===== src/rtl/lsu_pkg.sv =====
// Shared types and helpers for the byte-serial load/store port.
package lsu_pkg;

  localparam int unsigned LSU_XLEN = 32;

  typedef enum logic [1:0] {
    SZ_BYTE = 2'b00,
    SZ_HALF = 2'b01,
    SZ_WORD = 2'b10
  } size_e;

  typedef enum logic [1:0] {
    S_IDLE,
    S_ACCESS,
    S_RESP
  } state_e;

  // Number of RAM beats for a legal size.
  function automatic logic [2:0] size_nbytes(input logic [1:0] size);
    case (size)
      SZ_BYTE: size_nbytes = 3'd1;
      SZ_HALF: size_nbytes = 3'd2;
      default: size_nbytes = 3'd4;
    endcase
  endfunction

  // Misalignment or reserved size.
  function automatic logic req_error(input logic [1:0] size, input logic [1:0] addr_lo);
    case (size)
      SZ_BYTE: req_error = 1'b0;
      SZ_HALF: req_error = addr_lo[0];
      SZ_WORD: req_error = (addr_lo != 2'b00);
      default: req_error = 1'b1;
    endcase
  endfunction

endpackage


===== src/rtl/load_extend.sv =====
// Sign/zero extension of an assembled little-endian load to the full register width.
module load_extend
  import lsu_pkg::*;
(
  input  logic [1:0]          size_i,
  input  logic                uns_i,
  input  logic [LSU_XLEN-1:0] data_i,
  output logic [LSU_XLEN-1:0] data_o
);

  logic sign_b;
  logic sign_h;

  assign sign_b = ~uns_i & data_i[7];
  assign sign_h = ~uns_i & data_i[15];

  always_comb begin
    data_o = data_i;
    case (size_i)
      SZ_BYTE: data_o = {{(LSU_XLEN - 8){sign_b}}, data_i[7:0]};
      SZ_HALF: data_o = {{(LSU_XLEN - 16){sign_h}}, data_i[15:0]};
      default: data_o = data_i;
    endcase
  end

endmodule


===== src/rtl/lsu_byte_port.sv =====
// Splits 32-bit loads/stores into byte beats on an 8-bit RAM port, one beat per cycle.
module lsu_byte_port
  import lsu_pkg::*;
#(
  parameter int unsigned ADDR_W = 14
) (
  input  logic                clk_i,
  input  logic                rst_i,
  input  logic                req_valid_i,
  output logic                req_ready_o,
  input  logic                req_we_i,
  input  logic [1:0]          req_size_i,
  input  logic                req_unsigned_i,
  input  logic [31:0]         req_addr_i,
  input  logic [31:0]         req_wdata_i,
  output logic                rsp_valid_o,
  output logic [31:0]         rsp_rdata_o,
  output logic                rsp_err_o,
  output logic [ADDR_W-1:0]   mem_addr_o,
  output logic                mem_wren_o,
  output logic [7:0]          mem_wdata_o,
  input  logic [7:0]          mem_rdata_i
);

  state_e                state_q, state_d;
  logic [1:0]            cnt_q, cnt_d;
  logic                  we_q, we_d;
  logic [1:0]            size_q, size_d;
  logic                  uns_q, uns_d;
  logic [ADDR_W-1:0]     addr_q, addr_d;
  logic [LSU_XLEN-1:0]   wdata_q, wdata_d;
  logic [LSU_XLEN-1:0]   asm_q, asm_d;
  logic                  err_q, err_d;

  logic [2:0]            nbytes;
  logic                  last_beat;
  logic [LSU_XLEN-1:0]   ext_data;
  logic                  unused_addr;

  assign unused_addr = ^req_addr_i[31:ADDR_W];

  assign nbytes    = size_nbytes(size_q);
  assign last_beat = ({1'b0, cnt_q} == (nbytes - 3'd1));

  load_extend u_load_extend (
    .size_i (size_q),
    .uns_i  (uns_q),
    .data_i (asm_q),
    .data_o (ext_data)
  );

  always_comb begin
    state_d     = state_q;
    cnt_d       = cnt_q;
    we_d        = we_q;
    size_d      = size_q;
    uns_d       = uns_q;
    addr_d      = addr_q;
    wdata_d     = wdata_q;
    asm_d       = asm_q;
    err_d       = err_q;

    req_ready_o = 1'b0;
    rsp_valid_o = 1'b0;
    rsp_rdata_o = '0;
    rsp_err_o   = 1'b0;
    mem_addr_o  = '0;
    mem_wren_o  = 1'b0;
    mem_wdata_o = '0;

    case (state_q)
      S_IDLE: begin
        req_ready_o = 1'b1;
        if (req_valid_i) begin
          we_d    = req_we_i;
          size_d  = req_size_i;
          uns_d   = req_unsigned_i;
          addr_d  = req_addr_i[ADDR_W-1:0];
          wdata_d = req_wdata_i;
          cnt_d   = 2'd0;
          asm_d   = '0;
          err_d   = req_error(req_size_i, req_addr_i[1:0]);
          state_d = err_d ? S_RESP : S_ACCESS;
        end
      end

      S_ACCESS: begin
        // Base address wraps modulo the RAM size.
        mem_addr_o = addr_q + ADDR_W'(cnt_q);
        mem_wren_o = we_q;
        if (we_q) begin
          mem_wdata_o = wdata_q[8*cnt_q +: 8];
        end else begin
          asm_d[8*cnt_q +: 8] = mem_rdata_i;
        end
        cnt_d = cnt_q + 2'd1;
        if (last_beat) begin
          state_d = S_RESP;
        end
      end

      S_RESP: begin
        rsp_valid_o = 1'b1;
        rsp_err_o   = err_q;
        if (!err_q && !we_q) begin
          rsp_rdata_o = ext_data;
        end
        state_d = S_IDLE;
      end

      default: state_d = S_IDLE;
    endcase
  end

  always_ff @(posedge clk_i or posedge rst_i) begin
    if (rst_i) begin
      state_q <= S_IDLE;
      cnt_q   <= '0;
      we_q    <= 1'b0;
      size_q  <= '0;
      uns_q   <= 1'b0;
      addr_q  <= '0;
      wdata_q <= '0;
      asm_q   <= '0;
      err_q   <= 1'b0;
    end else begin
      state_q <= state_d;
      cnt_q   <= cnt_d;
      we_q    <= we_d;
      size_q  <= size_d;
      uns_q   <= uns_d;
      addr_q  <= addr_d;
      wdata_q <= wdata_d;
      asm_q   <= asm_d;
      err_q   <= err_d;
    end
  end

endmodule


===== config.mk =====
export PLATFORM = sky130hd
export DESIGN_NAME = lsu_byte_port
export DESIGN_NICKNAME = d
export VERILOG_FILES = /design/src/rtl/lsu_pkg.sv /design/src/rtl/load_extend.sv /design/src/rtl/lsu_byte_port.sv
export SDC_FILE = /design/constraint.sdc
export NUM_CORES = 1
export LEC_CHECK = 0
export CAP_MARGIN = 20
export CORE_ASPECT_RATIO = 1.4
export CORE_MARGIN = 4
export CORE_UTILIZATION = 48
export CTS_CLUSTER_SIZE = 25
export DETAILED_ROUTE_END_ITERATION = 7
export GPL_ROUTABILITY_DRIVEN = 1
export GPL_TIMING_DRIVEN = 1
export PLACE_DENSITY = 0.84
export SLEW_MARGIN = 20
export SYNTH_ARGS = -nofsm -noshare
export SYNTH_HDL_FRONTEND = slang
export SYNTH_SLANG_ARGS = --single-unit

===== constraint.sdc =====
create_clock -name clk_i -period 3.2 [get_ports clk_i]
set_clock_uncertainty 0.05 [all_clocks]
set_input_delay 0.48 -clock clk_i [delete_from_list [all_inputs] [get_ports clk_i]]
set_output_delay 0.48 -clock clk_i [all_outputs]
set_load 0.05 [all_outputs]

==> run metrics, run 1 <==
Pwr Density=786 nW/um^2; CTS Buf Count=9; hold buffers post-CTS=0; Post-Route WL=11,900 um; Via density=5.50; measured slew at the worst slew-check pin=990 ps; M1 WL=4570 um; critical path type=flip-flop to output pin; Slew HR=34.0%; share of layout cells above drive strength 1=32.8%; unrepaired setup endpoints after global routing=no; Reg power frac=32.8%; CTS tree=done; top cell type's share of synthesized area=44.8%; Worst Hold End=wdata_q[9]; initial antenna violation count=0; first-pass GRT wire length=19,600 um; Sw Share=37.9%; crit-path leading delay family=simple AND/OR/NAND/NOR gates; R2R cell count=6; total power=5.43 mW; Req. time, crit path=2670 ps; CP endpoint kind=output pin; Max clock buf depth=2; Num Clock Sinks=87; Clk pwr share=20.3%; wire per inst=18.0 um; root buf cell=clkbuf_16; Max Cap Violations=0; Die X=93.0 um; area delta synth->final=42.2%; Hold Startpoint=wdata_q[9]; Final period util=92.2%; cells along the critical path=ha_1, fa_1, nand4_2, or4_1, a21oi_1, buf_12; initial cell density of the core=49.1%; Starting DRT DRC Count=172; port buffer count=118; placer congestion estimate=0.870; Post-CTS Resized=0; DIE HEIGHT=127 um; Post-Syn Instances=409; Place WS=640 ps; most numerous cell in the Yosys netlist=dfrtp_1; GR Overflow Total=0; die area=11,800 um^2; worst skew pair latency=330 ps; Fin Hold WS=433 ps; met3 wire length=468 um; Ant. Diodes=0; RR Endpoint=asm_q[23]; min-delay worst type=flip-flop to flip-flop; largest cells by area after synthesis=dfrtp_1 45%, mux2_2 13%, and3_1 5.2%; post-synth top area cell=dfrtp_1; WHS Path Cells=1; antenna-violating nets left=0; post-CTS setup repair buffer count=0; Startpoint Class=flip-flop; vias in the first global route=3,931; Top Metal Used=met4; Max Clk Rate=339 MHz; CP max-delay cell=or4_1; register bit total from synthesis=87; gr usage total=21.1%; Max rail drop VDD=0.000477 V; switching power=2.06 mW; Yosys cell types=46; fill count=710; Synth Area per Inst=11.9 um^2; Final setup violation count=0; Reg area=2180 um^2; core area=9900 um^2; crit path max fanout=8; met2 wire length=6500 um; Pre-Repair DR Iteration Count=4; Min Clock Period, post-route=2950 ps; hold violation total from the final report=0; area of the multi-input gates=2500 um^2; status=finished, final reports clean; Synth async-reset ratio=100%; Worst Path Arrival=2420 ps; LEAKAGE=3.02 nW; Rows=43; synthesized area=4860 um^2; Seq/Total Area, Yosys=44.8%; Ports=137; R2R Setup Slk=1040 ps; final net count=610; Crit path buffers/inverters=1; synth cell count leaders=87 x dfrtp_1, 54 x mux2_2, 40 x and3_1, 18 x nor2b_1, 17 x mux2_1; Vias=3,644; post-synthesis net count=496; Pint=3.37 mW; Post-synth EDFFs=0; worst reg2reg path startpoint=cnt_q[1]; Gate power share=46.8%; # DRC=0; max-slew violation count=0; Synth Warn #=0; delay of the slowest critical-path stage=590 ps; DP Wirelength=8720 um; clock-pin slew on the worst setup and hold paths=60 ps; Synth Flop Type=dfrtp_1; setup tns final=0 ps; H-tree depth=3; largest net degree at the start of global routing=54; setup ws final=251 ps
## power by group through the flow
stage                     Sequential [mW]  Combinational [mW]  Clock [mW]
after CTS                            1.78                2.56        1.12
after detailed placement             1.79                2.54           0
after floorplan                      1.68                1.78           0
after global placement               1.75                2.47           0
final                                1.78                2.54        1.10
after global routing                 1.84                2.72        1.17
## worst reg2reg max path: cells and delay by family, from the launching register on
family | cells | cell delay [ps]
fa+ha+maj | 1 | 360
buf+inv | 2 | 430
flops | 1 | 400
mux | 1 | 300
simple gates | 2 | 510
## area by class of cell
type                    instances  area share [%]
repair buffers                128            24.7
clock buffers                  11            3.52
multi-input cells             288            36.3
well taps                     135            2.45
clock inverters                 4            1.01
flip-flops and latches         87            31.5
inverters                       9           0.507
## per-layer routing
| layer | vias to the layer above | track usage, % |
|---|---|---|
| met5 | - | 0 |
| met4 | 0 | 9.49 |
| met2 | 110 | 37.8 |
| met3 | 28 | 4.24 |
| met1 | 1793 | 24.0 |
| li1 | 1713 | - |
## worst max-delay path by stage
stage | endpoint | cells after the start | from
2_1_floorplan | mem_addr_o[12] | 5 | cnt_q[0]
3_3_place_gp | mem_addr_o[12] | 6 | cnt_q[0]
3_5_place_dp | mem_addr_o[12] | 6 | cnt_q[0]
4_1_cts | mem_addr_o[12] | 6 | cnt_q[0]
5_1_grt | mem_addr_o[12] | 6 | cnt_q[0]
6_report | mem_addr_o[12] | 6 | cnt_q[0]
## flip-flops by register name, summed over array words and instances (netlist names)
| register | flops |
|---|---|
| uns_q | 1 |
| size_q | 2 |
| addr_q | 14 |
| asm_q | 32 |
| we_q | 1 |
| cnt_q | 2 |
| wdata_q | 32 |
| err_q | 1 |
| state_q | 2 |
## kinds of logic (layout without fill, tap and decap cells)
| kind of cell | after synthesis | in the layout | share of synthesized area (%) |
|---|---|---|---|
| AO/OA/AOI/OAI | 48 | 48 | 6.62 |
| XOR/XNOR | 3 | 3 | 0.541 |
| adder cells (fa/ha/maj) | 8 | 8 | 2.22 |
| buffers and inverters | 34 | 152 | 3.74 |
| flip-flops | 87 | 87 | 44.8 |
| multiplexers | 90 | 90 | 23.3 |
| AND/OR/NAND/NOR | 139 | 139 | 18.8 |
## per-stage QoR
| stage | instances | instance area (um^2) | utilization, % |
|---|---|---|---|
| after floorplan | 409 | 4860 | - |
| after global routing | 662 | 6900 | 69.7 |
| final | 662 | 6900 | 69.7 |
| after detailed placement | 647 | 6590 | 66.6 |
| after CTS | 662 | 6900 | 69.7 |
| after global placement | 647 | 6590 | 66.6 |
## cells in the final DEF, fill, tap and decap left out, types with 4 or more instances in the layout
master,instances
nand2b_1,5
buf_4,18
nand3_1,5
mux2_2,54
mux2_4,8
nor3_1,6
nor2_1,6
inv_1,8
and3_1,40
and2_1,11
ha_1,7
nor2b_1,18
clkdlybuf4s50_1,63
mux4_2,8
clkbuf_16,9
mux2_1,17
or4_1,4
a21oi_1,16
dfrtp_1,87
o21ai_0,15
or3_1,6
a21oi_4,4
nor3_2,12
buf_12,47
nand2_1,10
o31ai_1,5
(Power assumes the default switching activity.)
==> inputs of run 2 (changes only) <==
Settings changed: RECOVER_POWER set to 100, SETUP_SLACK_MARGIN set to 0.15.
==> run metrics, run 2 (same netlist as run 1, synthesis figures left out) <==
LEAKAGE=2.88 nW (was 3.02 nW); Max rail drop VDD=0.000472 V (was 0.000477 V); Max Cap Violations=1 (was 0); total power=5.20 mW (was 5.43 mW); share of layout cells above drive strength 1=25.0% (was 32.8%); CTS tree=done (unchanged); post-CTS setup repair buffer count=0 (unchanged); Startpoint Class=flip-flop (unchanged); Post-Route WL=12,000 um (was 11,900 um); unrepaired setup endpoints after global routing=no (unchanged); core area=9900 um^2 (unchanged); Post-Layout Cell Count=662 (unchanged); first-pass GRT wire length=19,600 um (unchanged); Req. time, crit path=2670 ps (about the same); measured slew at the worst slew-check pin=1550 ps (was 990 ps); Fin Hold WS=433 ps (about the same); crit path max fanout=10 (was 8); wire per inst=18.2 um (was 18.0 um); status=complete, but fails checks (was finished, final reports clean); die area=11,800 um^2 (unchanged); clock-pin slew on the worst setup and hold paths=60 ps (about the same); Design Area, Final=6410 um^2 (was 6900 um^2); Pwr Density=812 nW/um^2 (was 786 nW/um^2); root buf cell=clkbuf_16 (unchanged); Pre-Repair DR Iteration Count=4 (unchanged); critical path type=flip-flop to output pin (unchanged); Rows=43 (unchanged); most frequent cells in the layout=87 x dfrtp_1, 58 x clkdlybuf4s50_1, 54 x mux2_2 (was 87 x dfrtp_1, 63 x clkdlybuf4s50_1, 54 x mux2_2); Starting DRT DRC Count=183 (was 172); initial cell density of the core=49.1% (unchanged); biggest regs=asm_q: 32 flops, wdata_q: 32 flops, addr_q: 14 flops (unchanged); hold violation total from the final report=0 (unchanged); placer congestion estimate=0.870 (unchanged); gr usage total=21.1% (unchanged); # DRC=0 (unchanged); Max Clk Rate=334 MHz (was 339 MHz); area delta synth->final=32.0% (was 42.2%); Min Clock Period, post-route=2990 ps (was 2950 ps); GR Overflow Total=0 (unchanged); largest net degree at the start of global routing=54 (unchanged); commonest non-fill, non-tap cell in the layout=dfrtp_1 (unchanged); max-slew violation count=35 (was 0); DIE HEIGHT=127 um (unchanged); worst skew pair latency=330 ps (about the same); antenna-violating nets left=0 (unchanged); DP Area=6590 um^2 (unchanged); Max clock buf depth=2 (unchanged); port buffer count=118 (unchanged); CP endpoint kind=output pin (unchanged); Worst Path Arrival=2460 ps (was 2420 ps); Final setup violation count=0 (unchanged); Slew HR=-3.95% (was 34.0%); H-tree depth=3 (unchanged); Num Clock Sinks=87 (unchanged); min-delay worst type=flip-flop to flip-flop (unchanged); vias in the first global route=3,931 (unchanged); setup tns final=0 ps (unchanged); Die X=93.0 um (unchanged); initial antenna violation count=0 (unchanged); Final period util=93.5% (was 92.2%); CTS Buf Count=9 (unchanged); met2 wire length=6410 um (was 6500 um); placed cell count=647 (unchanged); Ports=137 (unchanged); Top Metal Used=met4 (unchanged); final net count=610 (unchanged); DP Wirelength=8720 um (unchanged); Via density=5.57 (was 5.50); met3 wire length=461 um (was 468 um); failing checks=max-capacitance violations, max-slew violations; Ant. Diodes=0 (unchanged); Vias=3,688 (was 3,644); M1 WL=4730 um (was 4570 um)
[run 2: cell types whose count changed in the layout (fill, tap and decap cells not counted), sizes merged]
cell           before  now
dlygate4sd3         0    5
dlymetal6s2s        0    2
clkinvlp            0    1
clkbuf             11   38
buf                65   36
clkinv              3    2
clkdlybuf4s50      63   58
[run 2: critical path, cell delays in order (launching register included)]
cell and delay (ps):
dfrtp_1 410, ha_1 300, a21oi_1 610, o31ai_1 150
a21oi_1 170, clkbuf_1 500
[run 2: cell type report]
class | count | area, um^2
Fill cell | 775 | 3490
Timing Repair Buffer | 128 | 1310
Sequential cell | 87 | 2180
Inverter | 9 | 35.0
Clock inverter | 4 | 70.1
Clock buffer | 11 | 243
Multi-Input combinational cell | 288 | 2400
Tap cell | 135 | 169
[run 2: power by group]
part           switching [mW]  total, mW  internal, mW
clock                   0.404       1.10         0.698
combinational            1.27       2.32          1.05
sequential              0.315       1.78          1.47
[run 2: layer usage]
layer,global-route usage [%],vias to the layer above
met5,0,-
met4,9.49,0
met3,4.24,29
met2,37.8,116
met1,24.0,1829
li1,-,1714
[run 2: what timing repair did]
action                                  in CTS  in global routing
gates resized for setup                      0                  1
endpoints found under the setup margin       0                  1
hold buffers                                 0                  0
[run 2: final timing paths]
path | start | cells past startpoint | slack [ps] | end
hold reg to reg | wdata_q[9] | 1 | 430 | wdata_q[9]
min in group asynchronous | rst_i | 2 | 910 | wdata_q[23]
setup reg to reg | state_q[1] | 4 | 810 | addr_q[12]
max in group asynchronous | rst_i | 3 | 1300 | asm_q[1]
setup / recovery | cnt_q[1] | 5 | 210 | mem_addr_o[7]
hold / removal | wdata_q[9] | 1 | 430 | wdata_q[9]
[run 2: metrics by stage]
stage                     util, %  setup WS, ps
after floorplan                 -           261
final                        64.7           207
after global routing         64.7           111
after detailed placement     66.6           640
after CTS                    69.7           273
after global placement       66.6           714
==> inputs of run 3 (changes only) <==
Settings changed: CAP_MARGIN 20 to 15, CORE_UTILIZATION 48 to 64, DONT_BUFFER_PORTS set to 1.
==> run metrics, run 3 (same netlist as run 1, synthesis figures left out) <==
max-slew violation count=0 (was 35); Req. time, crit path=2670 ps (about the same); cells along the critical path=ha_1, fa_1, nand4_2, or4_1, a21oi_1, clkbuf_2 (was ha_1, a21oi_1, o31ai_1, a21oi_1, clkbuf_1); CP max-delay cell=or4_1 (was a21oi_1); crit path max fanout=8 (was 10); Post-Route WL=10,800 um (was 12,000 um); vias in the first global route=3,669 (was 3,931); Max Cap Violations=0 (was 1); Pwr Density=858 nW/um^2 (was 812 nW/um^2); min-delay worst type=input port to flip-flop (was flip-flop to flip-flop); worst reg2reg path startpoint=state_q[1] (unchanged); post-CTS setup repair buffer count=0 (unchanged); status=finished, final reports clean (was complete, but fails checks); DIE HEIGHT=111 um (was 127 um); Max clock buf depth=2 (unchanged); Final setup violation count=0 (unchanged); commonest non-fill, non-tap cell in the layout=dfrtp_1 (unchanged); placer congestion estimate=0.799 (was 0.870); Pre-Repair DR Iteration Count=4 (unchanged); biggest regs=asm_q: 32 flops, wdata_q: 32 flops, addr_q: 14 flops (unchanged); delay of the slowest critical-path stage=560 ps (was 610 ps); R2R cell count=4 (unchanged); port buffer count=0 (was 118); fin util=71.5% (was 64.7%); clock-pin slew on the worst setup and hold paths=90 ps (was 60 ps); DP Area=5260 um^2 (was 6590 um^2); Rows=37 (was 43); fill count=556 (was 775); die area=9060 um^2 (was 11,800 um^2); DP Wirelength=8080 um (was 8720 um); Fin Hold WS=184 ps (was 433 ps); area delta synth->final=8.37% (was 32.0%); Max rail drop VDD=0.000677 V (was 0.000472 V); setup tns final=0 ps (unchanged); initial cell density of the core=66.0% (was 49.1%); LEAKAGE=2.42 nW (was 2.88 nW); Slew HR=28.8% (was -3.95%); Worst Path Arrival=2450 ps (was 2460 ps); hold violation total from the final report=0 (unchanged); Starting DRT DRC Count=137 (was 183); root buf cell=clkbuf_8 (was clkbuf_16); CP endpoint kind=output pin (unchanged); measured slew at the worst slew-check pin=1070 ps (was 1550 ps); Final period util=93.2% (was 93.5%); unrepaired setup endpoints after global routing=no (unchanged); RR Endpoint=wdata_q[25] (was addr_q[12]); GR Overflow Total=0 (unchanged); R2R Setup Slk=290 ps (was 810 ps); share of layout cells above drive strength 1=31.4% (was 25.0%); gr usage total=26.0% (was 21.1%); CTS Buf Count=9 (unchanged); Via density=6.10 (was 5.57); Ports=137 (unchanged); # DRC=0 (unchanged); Ant. Diodes=0 (unchanged); wire per inst=19.6 um (was 18.2 um); CTS tree=done (unchanged); Min Clock Period, post-route=2980 ps (was 2990 ps); Vias=3,368 (was 3,688); Design Area, Final=5260 um^2 (was 6410 um^2); Critical Path Sink=mem_addr_o[12] (was mem_addr_o[7]); antenna-violating nets left=0 (unchanged); H-tree depth=3 (unchanged); core area=7360 um^2 (was 9900 um^2); largest net degree at the start of global routing=47 (was 54); Startpoint Class=flip-flop (unchanged); initial antenna violation count=0 (unchanged); most frequent cells in the layout=87 x dfrtp_1, 54 x mux2_2, 40 x and3_1 (was 87 x dfrtp_1, 58 x clkdlybuf4s50_1, 54 x mux2_2); worst skew pair latency=380 ps (was 330 ps); critical path type=flip-flop to output pin (unchanged); first-pass GRT wire length=17,800 um (was 19,600 um); Max Clk Rate=335 MHz (was 334 MHz); Die X=81.6 um (was 93.0 um); Num Clock Sinks=87 (unchanged); final net count=538 (was 610); CP Launch Point=cnt_q[0] (was cnt_q[1])
==> run 3: changes by cell type in the layout (fill, tap and decap cells not counted), sizes merged <==
cell / delta
bufinv: -2
dlymetal6s2s: -2
clkbuf: +20
clkdlybuf4s50: -58
clkinvlp: +3
dlygate4sd3: -4
buf: -29
==> run 3: area by class of cell <==
type                       instances  area (um^2)  area share [%]
clock buffer                      10          128            2.43
clock inverter                     5         36.3           0.689
inverter                           9         35.0           0.666
multi-input combinational        288         2480            47.1
sequential                        87         2180            41.4
tap                               97          121            2.31
timing repair buffer              56          287            5.44
==> run 3: worst min-delay path by stage <==
stage                         startpoint           to  slack [ps]  cells after the start
after floorplan                 asm_q[0]     asm_q[0]         400                      1
after global placement             rst_i  wdata_q[19]         260                      1
after detailed placement           rst_i   wdata_q[3]         270                      1
after CTS                 req_unsigned_i        uns_q         180                      2
after global routing      req_wdata_i[9]   wdata_q[9]         180                      1
final                     req_unsigned_i        uns_q         180                      2
==> run 3: layer usage <==
layer / GRT usage (%) / part of all wire, % / vias to the layer above
met5: 0 / 0 / -
met4: 11.8 / 2.4 / 0
met3: 7.80 / 7.6 / 17
met2: 45.5 / 55 / 106
met1: 27.9 / 35 / 1685
li1: - / - / 1560
==> run 3: timing repair <==
item	in CTS	in global routing
hold buffers	1	0
resized for setup	1	1
hold endpoints to repair	16	0
setup endpoints to repair	2	19
==> run 3: stage by stage <==
step	instances	setup WS (ps)	power, mW
final	552	218	4.52
after CTS	552	150	4.62
after detailed placement	536	461	3.95
after global placement	536	624	3.82
after floorplan	409	261	3.46
after global routing	552	88.8	4.81
==> run 3: power by group <==
group / internal [mW] / leakage (nW) / switching (mW) / total, mW
combinational: 0.819 / 1.24 / 1.18 / 2.00
clock: 0.277 / 0.0744 / 0.399 / 0.676
sequential: 1.46 / 1.10 / 0.381 / 1.84
total: 2.56 / 2.42 / 1.96 / 4.52
==> run 3: worst max-delay path: cells and delay by family (launching register included) <==
kind	cells	cell delay, ps
and+or+nand+nor	2	780
AOI/OAI and AO/OA	1	170
DFF	1	370
buffers and inverters	1	300
adders and majority gates	2	460
